==> config.mk <==
export PLATFORM = sky130hd
export DESIGN_NAME = alu_op_sequencer
export DESIGN_NICKNAME = d
export VERILOG_FILES = /design/src/rtl/alu_op_sequencer.sv
export SDC_FILE = /design/constraint.sdc
export NUM_CORES = 1
export LEC_CHECK = 0
export CORE_MARGIN = 2
export CORE_UTILIZATION = 51
export DETAILED_ROUTE_END_ITERATION = 6
export PLACE_DENSITY = 0.87
export SLEW_MARGIN = 20
export SYNTH_ARGS = -nofsm -noshare
export SYNTH_HDL_FRONTEND = slang
export SYNTH_SLANG_ARGS = --single-unit
==> constraint.sdc <==
create_clock -name clk -period 4.3 [get_ports clk]
set_input_delay 1.075 -clock clk [delete_from_list [all_inputs] [get_ports clk]]
set_output_delay 1.075 -clock clk [all_outputs]
set_load 0.05 [all_outputs]
==> src/rtl/alu_op_sequencer.sv <==
// Command sequencer for one combinational ALU: drives operands, waits a settle interval,
// captures result/flags and returns them in order through a small response FIFO.
module alu_op_sequencer #(
    parameter int WIDTH         = 32,
    parameter int SETTLE_CYCLES = 1,
    parameter int RSP_DEPTH     = 4
) (
    input  logic             clk,
    input  logic             rst_n,
    input  logic             cmd_valid,
    output logic             cmd_ready,
    input  logic [3:0]       cmd_opcode,
    input  logic [WIDTH-1:0] cmd_a,
    input  logic [WIDTH-1:0] cmd_b,
    input  logic [4:0]       cmd_shamt,
    input  logic [3:0]       cmd_tag,
    output logic [3:0]       alu_opcode,
    output logic [WIDTH-1:0] alu_input1,
    output logic [WIDTH-1:0] alu_input2,
    output logic [4:0]       alu_shiftValue,
    input  logic [WIDTH-1:0] alu_result,
    input  logic             alu_carryFlag,
    input  logic             alu_zeroFlag,
    input  logic             alu_signFlag,
    output logic             rsp_valid,
    input  logic             rsp_ready,
    output logic [WIDTH-1:0] rsp_result,
    output logic [2:0]       rsp_flags,
    output logic [3:0]       rsp_tag,
    output logic             rsp_error,
    output logic             busy
);

    localparam int PTR_W = (RSP_DEPTH > 1) ? $clog2(RSP_DEPTH) : 1;

    localparam logic [0:0] ST_IDLE  = 1'b0;
    localparam logic [0:0] ST_DRIVE = 1'b1;

    localparam logic [3:0] OP_DIV = 4'd4;
    localparam logic [3:0] OP_SGT = 4'd5;
    localparam logic [3:0] OP_SLT = 4'd7;

    localparam logic [3:0]       SETTLE_INIT = 4'(SETTLE_CYCLES - 1);
    localparam logic [PTR_W-1:0] PTR_ONE     = PTR_W'(1);
    localparam logic [PTR_W:0]   CNT_ONE     = (PTR_W + 1)'(1);
    localparam logic [PTR_W:0]   CNT_FULL    = (PTR_W + 1)'(RSP_DEPTH);

    function automatic logic is_alu_op(input logic [3:0] op);
        return (op <= 4'd4) || (op == 4'd6) || ((op >= 4'd8) && (op <= 4'd10));
    endfunction

    logic [0:0]       state_q, state_d;
    logic [3:0]       cnt_q, cnt_d;
    logic [3:0]       alu_opcode_q, alu_opcode_d;
    logic [WIDTH-1:0] alu_input1_q, alu_input1_d;
    logic [WIDTH-1:0] alu_input2_q, alu_input2_d;
    logic [4:0]       alu_shamt_q, alu_shamt_d;
    logic [3:0]       tag_q, tag_d;
    logic [PTR_W-1:0] wr_ptr_q, wr_ptr_d;
    logic [PTR_W-1:0] rd_ptr_q, rd_ptr_d;
    logic [PTR_W:0]   count_q, count_d;

    logic [WIDTH-1:0] fifo_result [RSP_DEPTH];
    logic [2:0]       fifo_flags  [RSP_DEPTH];
    logic [3:0]       fifo_tag    [RSP_DEPTH];
    logic             fifo_err    [RSP_DEPTH];

    logic             fifo_full, fifo_empty;
    logic             accept, push, pop;
    logic [WIDTH-1:0] push_result;
    logic [2:0]       push_flags;
    logic [3:0]       push_tag;
    logic             push_err;
    logic             cmp_sel;

    logic signed [WIDTH-1:0] cmd_a_s, cmd_b_s;

    assign cmd_a_s    = cmd_a;
    assign cmd_b_s    = cmd_b;
    assign cmp_sel    = (cmd_opcode == OP_SGT) ? (cmd_a_s > cmd_b_s) : (cmd_a_s < cmd_b_s);

    assign fifo_full  = (count_q == CNT_FULL);
    assign fifo_empty = (count_q == '0);
    assign cmd_ready  = (state_q == ST_IDLE) && !fifo_full;
    assign accept     = cmd_valid && cmd_ready;
    assign pop        = rsp_ready && !fifo_empty;

    always_comb begin
        state_d      = state_q;
        cnt_d        = cnt_q;
        alu_opcode_d = alu_opcode_q;
        alu_input1_d = alu_input1_q;
        alu_input2_d = alu_input2_q;
        alu_shamt_d  = alu_shamt_q;
        tag_d        = tag_q;
        push         = 1'b0;
        push_result  = '0;
        push_flags   = 3'b000;
        push_tag     = cmd_tag;
        push_err     = 1'b0;

        if (state_q == ST_IDLE) begin
            if (accept) begin
                if (is_alu_op(cmd_opcode)) begin
                    alu_opcode_d = cmd_opcode;
                    alu_input1_d = cmd_a;
                    alu_input2_d = cmd_b;
                    alu_shamt_d  = cmd_shamt;
                    cnt_d        = SETTLE_INIT;
                    tag_d        = cmd_tag;
                    state_d      = ST_DRIVE;
                end else if ((cmd_opcode == OP_SGT) || (cmd_opcode == OP_SLT)) begin
                    // Compares are resolved here so the ALU never has to be trusted for them.
                    push        = 1'b1;
                    push_result = {{(WIDTH-1){1'b0}}, cmp_sel};
                    push_flags  = {1'b0, ~cmp_sel, 1'b0};
                end else begin
                    push       = 1'b1;
                    push_flags = 3'b010;
                    push_err   = 1'b1;
                end
            end
        end else begin
            if (cnt_q == 4'd0) begin
                push        = 1'b1;
                push_result = alu_result;
                push_flags  = {alu_carryFlag, alu_zeroFlag, alu_signFlag};
                push_tag    = tag_q;
                push_err    = (alu_opcode_q == OP_DIV) && (alu_input2_q == '0);
                state_d     = ST_IDLE;
            end else begin
                cnt_d = cnt_q - 4'd1;
            end
        end
    end

    always_comb begin
        wr_ptr_d = push ? (wr_ptr_q + PTR_ONE) : wr_ptr_q;
        rd_ptr_d = pop  ? (rd_ptr_q + PTR_ONE) : rd_ptr_q;
        count_d  = count_q;
        if (push && !pop) begin
            count_d = count_q + CNT_ONE;
        end else if (pop && !push) begin
            count_d = count_q - CNT_ONE;
        end
    end

    always_ff @(posedge clk or negedge rst_n) begin
        if (!rst_n) begin
            state_q      <= ST_IDLE;
            cnt_q        <= 4'd0;
            alu_opcode_q <= 4'd0;
            alu_input1_q <= '0;
            alu_input2_q <= '0;
            alu_shamt_q  <= 5'd0;
            tag_q        <= 4'd0;
            wr_ptr_q     <= '0;
            rd_ptr_q     <= '0;
            count_q      <= '0;
        end else begin
            state_q      <= state_d;
            cnt_q        <= cnt_d;
            alu_opcode_q <= alu_opcode_d;
            alu_input1_q <= alu_input1_d;
            alu_input2_q <= alu_input2_d;
            alu_shamt_q  <= alu_shamt_d;
            tag_q        <= tag_d;
            wr_ptr_q     <= wr_ptr_d;
            rd_ptr_q     <= rd_ptr_d;
            count_q      <= count_d;
        end
    end

    // Storage is not reset; the head is masked to zero whenever the FIFO is empty.
    always_ff @(posedge clk) begin
        if (push) begin
            fifo_result[wr_ptr_q] <= push_result;
            fifo_flags[wr_ptr_q]  <= push_flags;
            fifo_tag[wr_ptr_q]    <= push_tag;
            fifo_err[wr_ptr_q]    <= push_err;
        end
    end

    assign rsp_valid      = !fifo_empty;
    assign rsp_result     = fifo_empty ? '0     : fifo_result[rd_ptr_q];
    assign rsp_flags      = fifo_empty ? 3'b000 : fifo_flags[rd_ptr_q];
    assign rsp_tag        = fifo_empty ? 4'd0   : fifo_tag[rd_ptr_q];
    assign rsp_error      = fifo_empty ? 1'b0   : fifo_err[rd_ptr_q];

    assign alu_opcode     = alu_opcode_q;
    assign alu_input1     = alu_input1_q;
    assign alu_input2     = alu_input2_q;
    assign alu_shiftValue = alu_shamt_q;
    assign busy           = (state_q == ST_DRIVE);

endmodule
==> results.sh, run 1 <==
export IMPL_fin_util_pct=70.9
export IMPL_drt_iter0_markers=296
export IMPL_final_antenna_net_count=0
export IMPL_htree_levels=1
export IMPL_required_ps=3220
export IMPL_die_h_um=149
export IMPL_drt_pre_antenna_iters=5
export IMPL_hold_buffers=0
export IMPL_multi_input_area_sq_um=3390
export IMPL_reg2reg_slack_ps=1790
export IMPL_synth_cells=696
export IMPL_synth_fp_nets=852
export IMPL_cts_resized=0
export IMPL_slew_headroom_pct=37.3
export IMPL_p_switching_w=0.00470
export IMPL_drc=0
export IMPL_wl_per_cell_um=20.3
export IMPL_fillers=1320
export IMPL_critPathKind="reg2out"
export IMPL_insertion_delay_ps=520
export IMPL_antenna_found_initial=0
export IMPL_routed_wl_mm=25.0
export IMPL_intPower_w=0.00698
export IMPL_finalCritPeriodShare_pct=94.1
export IMPL_dp_hpwl_mm=16.7
export IMPL_hold_ws_ps=486
export IMPL_layout_setup_ws_ps=253
export IMPL_clock_sinks=249
export IMPL_ctsRootBufferMaster="clkbuf_16"
export IMPL_leakage_nw=5.58
export IMPL_preCtsSetupSlack_ps=210
export IMPL_ys_ff_latch=249
export IMPL_grt_overflow=0
export IMPL_synth_cell_types=36
export IMPL_drive_gt1_share_pct=16.5
export IMPL_yosysTopAreaCell="edfxtp_1"
export IMPL_io_pins=232
export IMPL_clk_pin_slew_ps=60
export IMPL_cp_slowest_cell="dfrtp_2"
export IMPL_diodes=0
export IMPL_cp_top_family="buffers and inverters"
export IMPL_first_global_vias=7125
export IMPL_combPwrFrac_pct=46.5
export IMPL_synthToLayoutAreaGrowth_pct=35.3
export IMPL_post_route_min_period_ps=4050
export IMPL_yosys_warnings=0
export IMPL_fmax_mhz=247
export IMPL_end_kind="output pin"
export IMPL_setup_violations=0
export IMPL_vias=6678
export IMPL_clkPwrFrac_pct=22.1
export IMPL_startpoint_type="register"
export IMPL_finalSetupTns_ps=0
export IMPL_track_usage_pct=22.9
export IMPL_grt_pass1_wl_mm=38.5
export IMPL_path_buf_inv=2
export IMPL_final_max_slew_violation_count=0
export IMPL_die_area_sq_um=22100
export IMPL_clk_path_buf_depth=3
export IMPL_worstPathArrival_ps=2970
export IMPL_outcome="completed"
export IMPL_yosys_top_cells_area="edfxtp_1, dfrtp_1, mux4_2"
export IMPL_cp_max_fo=17
export IMPL_seq_power_share_pct=31.4
export IMPL_initial_core_util_pct=52.4
export IMPL_rsz0062_at_grt="false"
export IMPL_swShare_pct=40.2
export IMPL_ir_drop_uv=574
export IMPL_via_per_inst=5.43
export IMPL_clock_skew_final_ps=12.9
export IMPL_syn_avg_cell_area_sq_um=15.3
export IMPL_cts_buffers=26
export IMPL_cts_tree="built"
export IMPL_post_cts_buffers=0
export IMPL_r2r_start="count_q[0]"
export IMPL_reg2reg_to="fifo_result[1][17]"
export IMPL_hold_end="alu_input1[0]"
export IMPL_die_x_um=149
export IMPL_cap_violations=0
export IMPL_totalPowerFinal_w=0.0117
export IMPL_regArea_sq_um=7030
export IMPL_seq_area_frac_synth_pct=65.9
export IMPL_coreArea_sq_um=20400
export IMPL_syn_area_sq_um=10700
export IMPL_critical_path_max_stage_delay_ps=740
export IMPL_synth_top_area_share_pct=45.0
export IMPL_worst_hold_path_type="reg2reg"
export IMPL_worst_pin_slew_ps=916
export IMPL_final_nets=1097
export IMPL_path_cells="buf_4 > mux4_2 > and2_1 > clkdlybuf4s50_1"
export IMPL_finalHoldViolCount=0
export IMPL_gp_congestion=0.889
export IMPL_r2r_cells=8
export IMPL_row_count=52
export IMPL_grt_max_degree=64
export IMPL_hp_start="alu_input1[0]"
export IMPL_portBuffers=231
export IMPL_power_density_nw_per_um2=809
export IMPL_min_path_cells=2
## metrics by stage
stage / std cells / cell area [sq um]
after floorplan: 696 / 10700
after global placement: 1183 / 13400
after detailed placement: 1183 / 13400
after CTS: 1230 / 14400
after global routing: 1230 / 14400
final: 1230 / 14400
## kinds of logic (layout without fill, tap and decap cells)
| kind of cell | count (synthesis) | count (layout) | share of synthesized area (%) |
|---|---|---|---|
| xor gates and xnor gates | 8 | 8 | 0.657 |
| buffers and inverters | 74 | 338 | 2.74 |
| muxes | 91 | 91 | 13.8 |
| adders and majority gates | 40 | 40 | 4.76 |
| DFF | 249 | 249 | 65.9 |
| AOI/OAI and AO/OA | 68 | 68 | 3.55 |
| and+or+nand+nor | 166 | 166 | 8.53 |
## placed cells by master, fill, tap and decap left out, drive strengths merged, types with 6 or more instances in the layout
| cell type | Yosys | final |
|---|---|---|
| o21ai | 40 | 40 |
| nand3 | 10 | 10 |
| nand2 | 42 | 42 |
| clkdlybuf4s50 | 0 | 230 |
| bufinv | 0 | 9 |
| mux4 | 40 | 40 |
| nor2 | 7 | 7 |
| nand4 | 9 | 9 |
| buf | 17 | 18 |
| mux2 | 51 | 51 |
| nor4 | 10 | 10 |
| clkinv | 0 | 6 |
| clkbuf | 14 | 30 |
| a21oi | 14 | 14 |
| and2 | 74 | 74 |
| ha | 39 | 39 |
| inv | 43 | 43 |
| dfrtp | 89 | 89 |
| nor2b | 6 | 6 |
| edfxtp | 160 | 160 |
## power groups by stage
| stage | Combinational [W] | Clock [W] | Sequential, W |
|---|---|---|---|
| 2_1_floorplan | 0.00255 | 0 | 0.00468 |
| 3_3_place_gp | 0.00542 | 0 | 0.00367 |
| 3_5_place_dp | 0.00545 | 0 | 0.00371 |
| 4_1_cts | 0.00550 | 0.00263 | 0.00367 |
| 5_1_grt | 0.00571 | 0.00272 | 0.00375 |
| 6_report | 0.00543 | 0.00258 | 0.00367 |
## cell type report
cell class | instances | share of cell area (%)
sequential | 249 | 48.7
clock inverter | 17 | 2.14
timing repair buffer | 248 | 17.4
tap | 270 | 2.34
multi-input combinational | 373 | 23.5
clock buffer | 30 | 4.76
inverter | 43 | 1.12
## how the worst max path moves through the flow
stage,startpoint,endpoint,cells past startpoint
global placement,cmd_b[11],fifo_flags[0][1],10
finish,rd_ptr_q[0],rsp_result[3],4
CTS,rd_ptr_q[0],rsp_flags[0],4
detailed placement,cmd_b[11],fifo_flags[2][1],10
floorplan,busy,fifo_err[0],5
global route,rd_ptr_q[0],rsp_result[9],4
## state kept, by name (all words and copies together), names as in the netlist, 4 cells and up
| register | cells |
|---|---|
| fifo_tag | 16 |
| alu_shiftValue | 5 |
| fifo_flags | 12 |
| tag_q | 4 |
| fifo_err | 4 |
| alu_input2 | 32 |
| alu_opcode | 4 |
| alu_input1 | 32 |
| cnt_q | 4 |
| fifo_result | 128 |
## worst register-to-register path, cell delays in order (launching register included)
cell and delay (ps):
dfrtp_1 420, nor2_1 70, a21oi_1 420, nand3_1 240, inv_1 130, nor2_1 70, buf_4 190, nor2b_4 370
buf_12 270
## layer usage
layer | global-route usage (%) | vias up | wire (um) | share of wire (%)
met2 | 39.4 | 275 | 12600 | 50
met1 | 27.5 | 3297 | 9360 | 37
met3 | 6.75 | 45 | 2320 | 9.3
met4 | 8.38 | 0 | 727 | 2.9
li1 | - | 3061 | - | -
met5 | 0 | - | 0 | 0
## synth_stat cells
cell,n
o21ai_1,1
o41ai_1,1
fa_1,1
ha_1,39
xor2_1,3
mux2_2,51
nand2_1,42
a221oi_1,1
inv_1,43
a21oi_1,14
a22o_1,1
o21ai_0,39
or3_1,1
edfxtp_1,160
nand3_1,10
o32ai_1,1
nor2b_1,6
and2_1,74
mux4_2,40
nand4_1,9
buf_2,12
a31oi_1,2
a21o_1,4
xnor2_1,5
a2111oi_0,1
clkbuf_1,14
buf_1,5
a211oi_1,1
o211ai_1,1
nor2_1,7
nor3_1,3
o31ai_1,1
and4_1,1
nor4b_1,3
nor4_1,10
dfrtp_1,89
No activity file was read; power rests on OpenSTA's default activity.
==> run 2, diff against run 1 <==
- CORE_MARGIN: 2 -> 1.5
- GPL_TIMING_DRIVEN: unset -> 0
- PLACE_DENSITY: 0.87 -> unset
- PLACE_DENSITY_LB_ADDON: unset -> 0.08
==> results.sh, run 2 (synthesized netlist as in run 1, its figures left out) <==
export IMPL_synthToLayoutAreaGrowth_pct=35.4
export IMPL_finalSetupTns_ps=0
export IMPL_cp_slowest_cell="clkdlybuf4s50_1"
export IMPL_post_route_min_period_ps=4070
export IMPL_die_x_um=148
export IMPL_grt_pass1_wl_mm=39.4
export IMPL_startpoint_type="register"
export IMPL_rsz0062_at_grt="false"
export IMPL_final_antenna_net_count=0
export IMPL_portBuffers=231
export IMPL_final_cell_mix="clkdlybuf4s50_1, edfxtp_1, dfrtp_1"
export IMPL_insertion_delay_ps=530
export IMPL_clk_path_buf_depth=3
export IMPL_wl_per_cell_um=19.8
export IMPL_outcome="completed"
export IMPL_worstPathArrival_ps=3000
export IMPL_fillers=1345
export IMPL_die_area_sq_um=21800
export IMPL_cts_buffers=27
export IMPL_vias=6713
export IMPL_largest_reg_flops=128
export IMPL_post_cts_buffers=0
export IMPL_routed_wl_mm=24.9
export IMPL_via_per_inst=5.36
export IMPL_antenna_found_initial=0
export IMPL_drive_gt1_share_pct=16.1
export IMPL_required_ps=3220
export IMPL_fmax_mhz=246
export IMPL_first_global_vias=7390
export IMPL_cp_startpoint="rd_ptr_q[0]"
export IMPL_cp_max_fo=10
export IMPL_clock_sinks=249
export IMPL_gp_congestion=0.876
export IMPL_end_kind="output pin"
export IMPL_dp_cells=1203
export IMPL_setup_violations=0
export IMPL_final_max_slew_violation_count=0
export IMPL_htree_levels=1
export IMPL_hold_buffers=0
export IMPL_drc=0
export IMPL_critical_path_max_stage_delay_ps=700
export IMPL_diodes=0
export IMPL_clock_skew_final_ps=9.75
export IMPL_leakage_nw=5.58
export IMPL_finalCritPeriodShare_pct=94.7
export IMPL_drt_iter0_markers=248
export IMPL_ctsRootBufferMaster="clkbuf_16"
export IMPL_instances_no_fill=1253
export IMPL_layout_commonest_cell="clkdlybuf4s50_1"
export IMPL_hold_ws_ps=500
export IMPL_clk_pin_slew_ps=60
export IMPL_row_count=52
export IMPL_cap_violations=0
export IMPL_final_nets=1118
export IMPL_die_h_um=148
export IMPL_grt_overflow=0
export IMPL_drt_pre_antenna_iters=4
export IMPL_grt_max_degree=57
export IMPL_ir_drop_uv=575
export IMPL_slew_headroom_pct=38.4
export IMPL_io_pins=232
export IMPL_path_cells="clkbuf_1 > buf_2 > mux4_2 > and2_1 > clkdlybuf4s50_1"
export IMPL_cts_tree="built"
export IMPL_regMostFlops="fifo_result"
export IMPL_worst_pin_slew_ps=920
export IMPL_dp_hpwl_mm=17.5
export IMPL_power_density_nw_per_um2=801
export IMPL_cts_resized=0
export IMPL_critPathKind="reg2out"
export IMPL_worst_hold_path_type="in2async"
export IMPL_finalHoldViolCount=0
export IMPL_coreArea_sq_um=20400
export IMPL_initial_core_util_pct=52.4
export IMPL_track_usage_pct=23.4
export IMPL_r2r_start="count_q[0]"
## run 2: final cells by class
cell class	instances	area [sq um]	share of cell area, %
sequential	249	7030	48.7
multi-input combinational	373	3380	23.4
timing repair buffer	237	2440	16.9
clock buffer	34	712	4.93
tap	270	338	2.34
clock inverter	16	240	1.66
inverter	43	161	1.12
buffer	31	131	0.910
## run 2: path summary, 6_finish.rpt
path / end / slack, ps / cells past startpoint
setup / recovery: rsp_result[1] / 230 / 5
hold / removal: alu_input1[21] / 500 / 1
setup reg to reg: count_q[1] / 1240 / 10
hold reg to reg: tag_q[3] / 500 / 1
max in group asynchronous: alu_input1[4] / 3160 / 2
min in group clk: tag_q[3] / 500 / 1
## run 2: worst max-delay path, delay by kind of cell, from the launching register on
| kind | cells | cell delay, ps |
|---|---|---|
| multiplexers | 1 | 560 |
| AND/OR/NAND/NOR | 1 | 190 |
| buffers and inverters | 3 | 1410 |
| flip-flops | 1 | 320 |
## run 2: metrics by stage
step | utilization, % | area [sq um] | power [W] | worst slack [ps]
4_1_cts | 70.9 | 14400 | 0.0117 | 125
2_1_floorplan | - | 10700 | 0.00722 | 15.9
3_3_place_gp | 65.4 | 13300 | 0.00904 | -1810
3_5_place_dp | 66.2 | 13500 | 0.00919 | 41.4
5_1_grt | 70.9 | 14400 | 0.0120 | 85.2
6_report | 70.9 | 14400 | 0.0116 | 229
## run 2: power by group
group	total (W)	switching (W)	internal, W
logic	0.00554	0.00348	0.00206
clock network	0.00246	0.000923	0.00153
registers	0.00356	0.000317	0.00325
total	0.0116	0.00472	0.00684
## run 2: layer usage
metal / routed length, um / up-vias / share of wire [%] / global-route usage, %
met4: 427 / 0 / 1.7 / 5.95
met3: 1930 / 33 / 7.8 / 6.02
li1: - / 3110 / - / -
met1: 9810 / 3349 / 39 / 28.9
met2: 12700 / 221 / 51 / 41.0
met5: 0 / - / 0 / 0
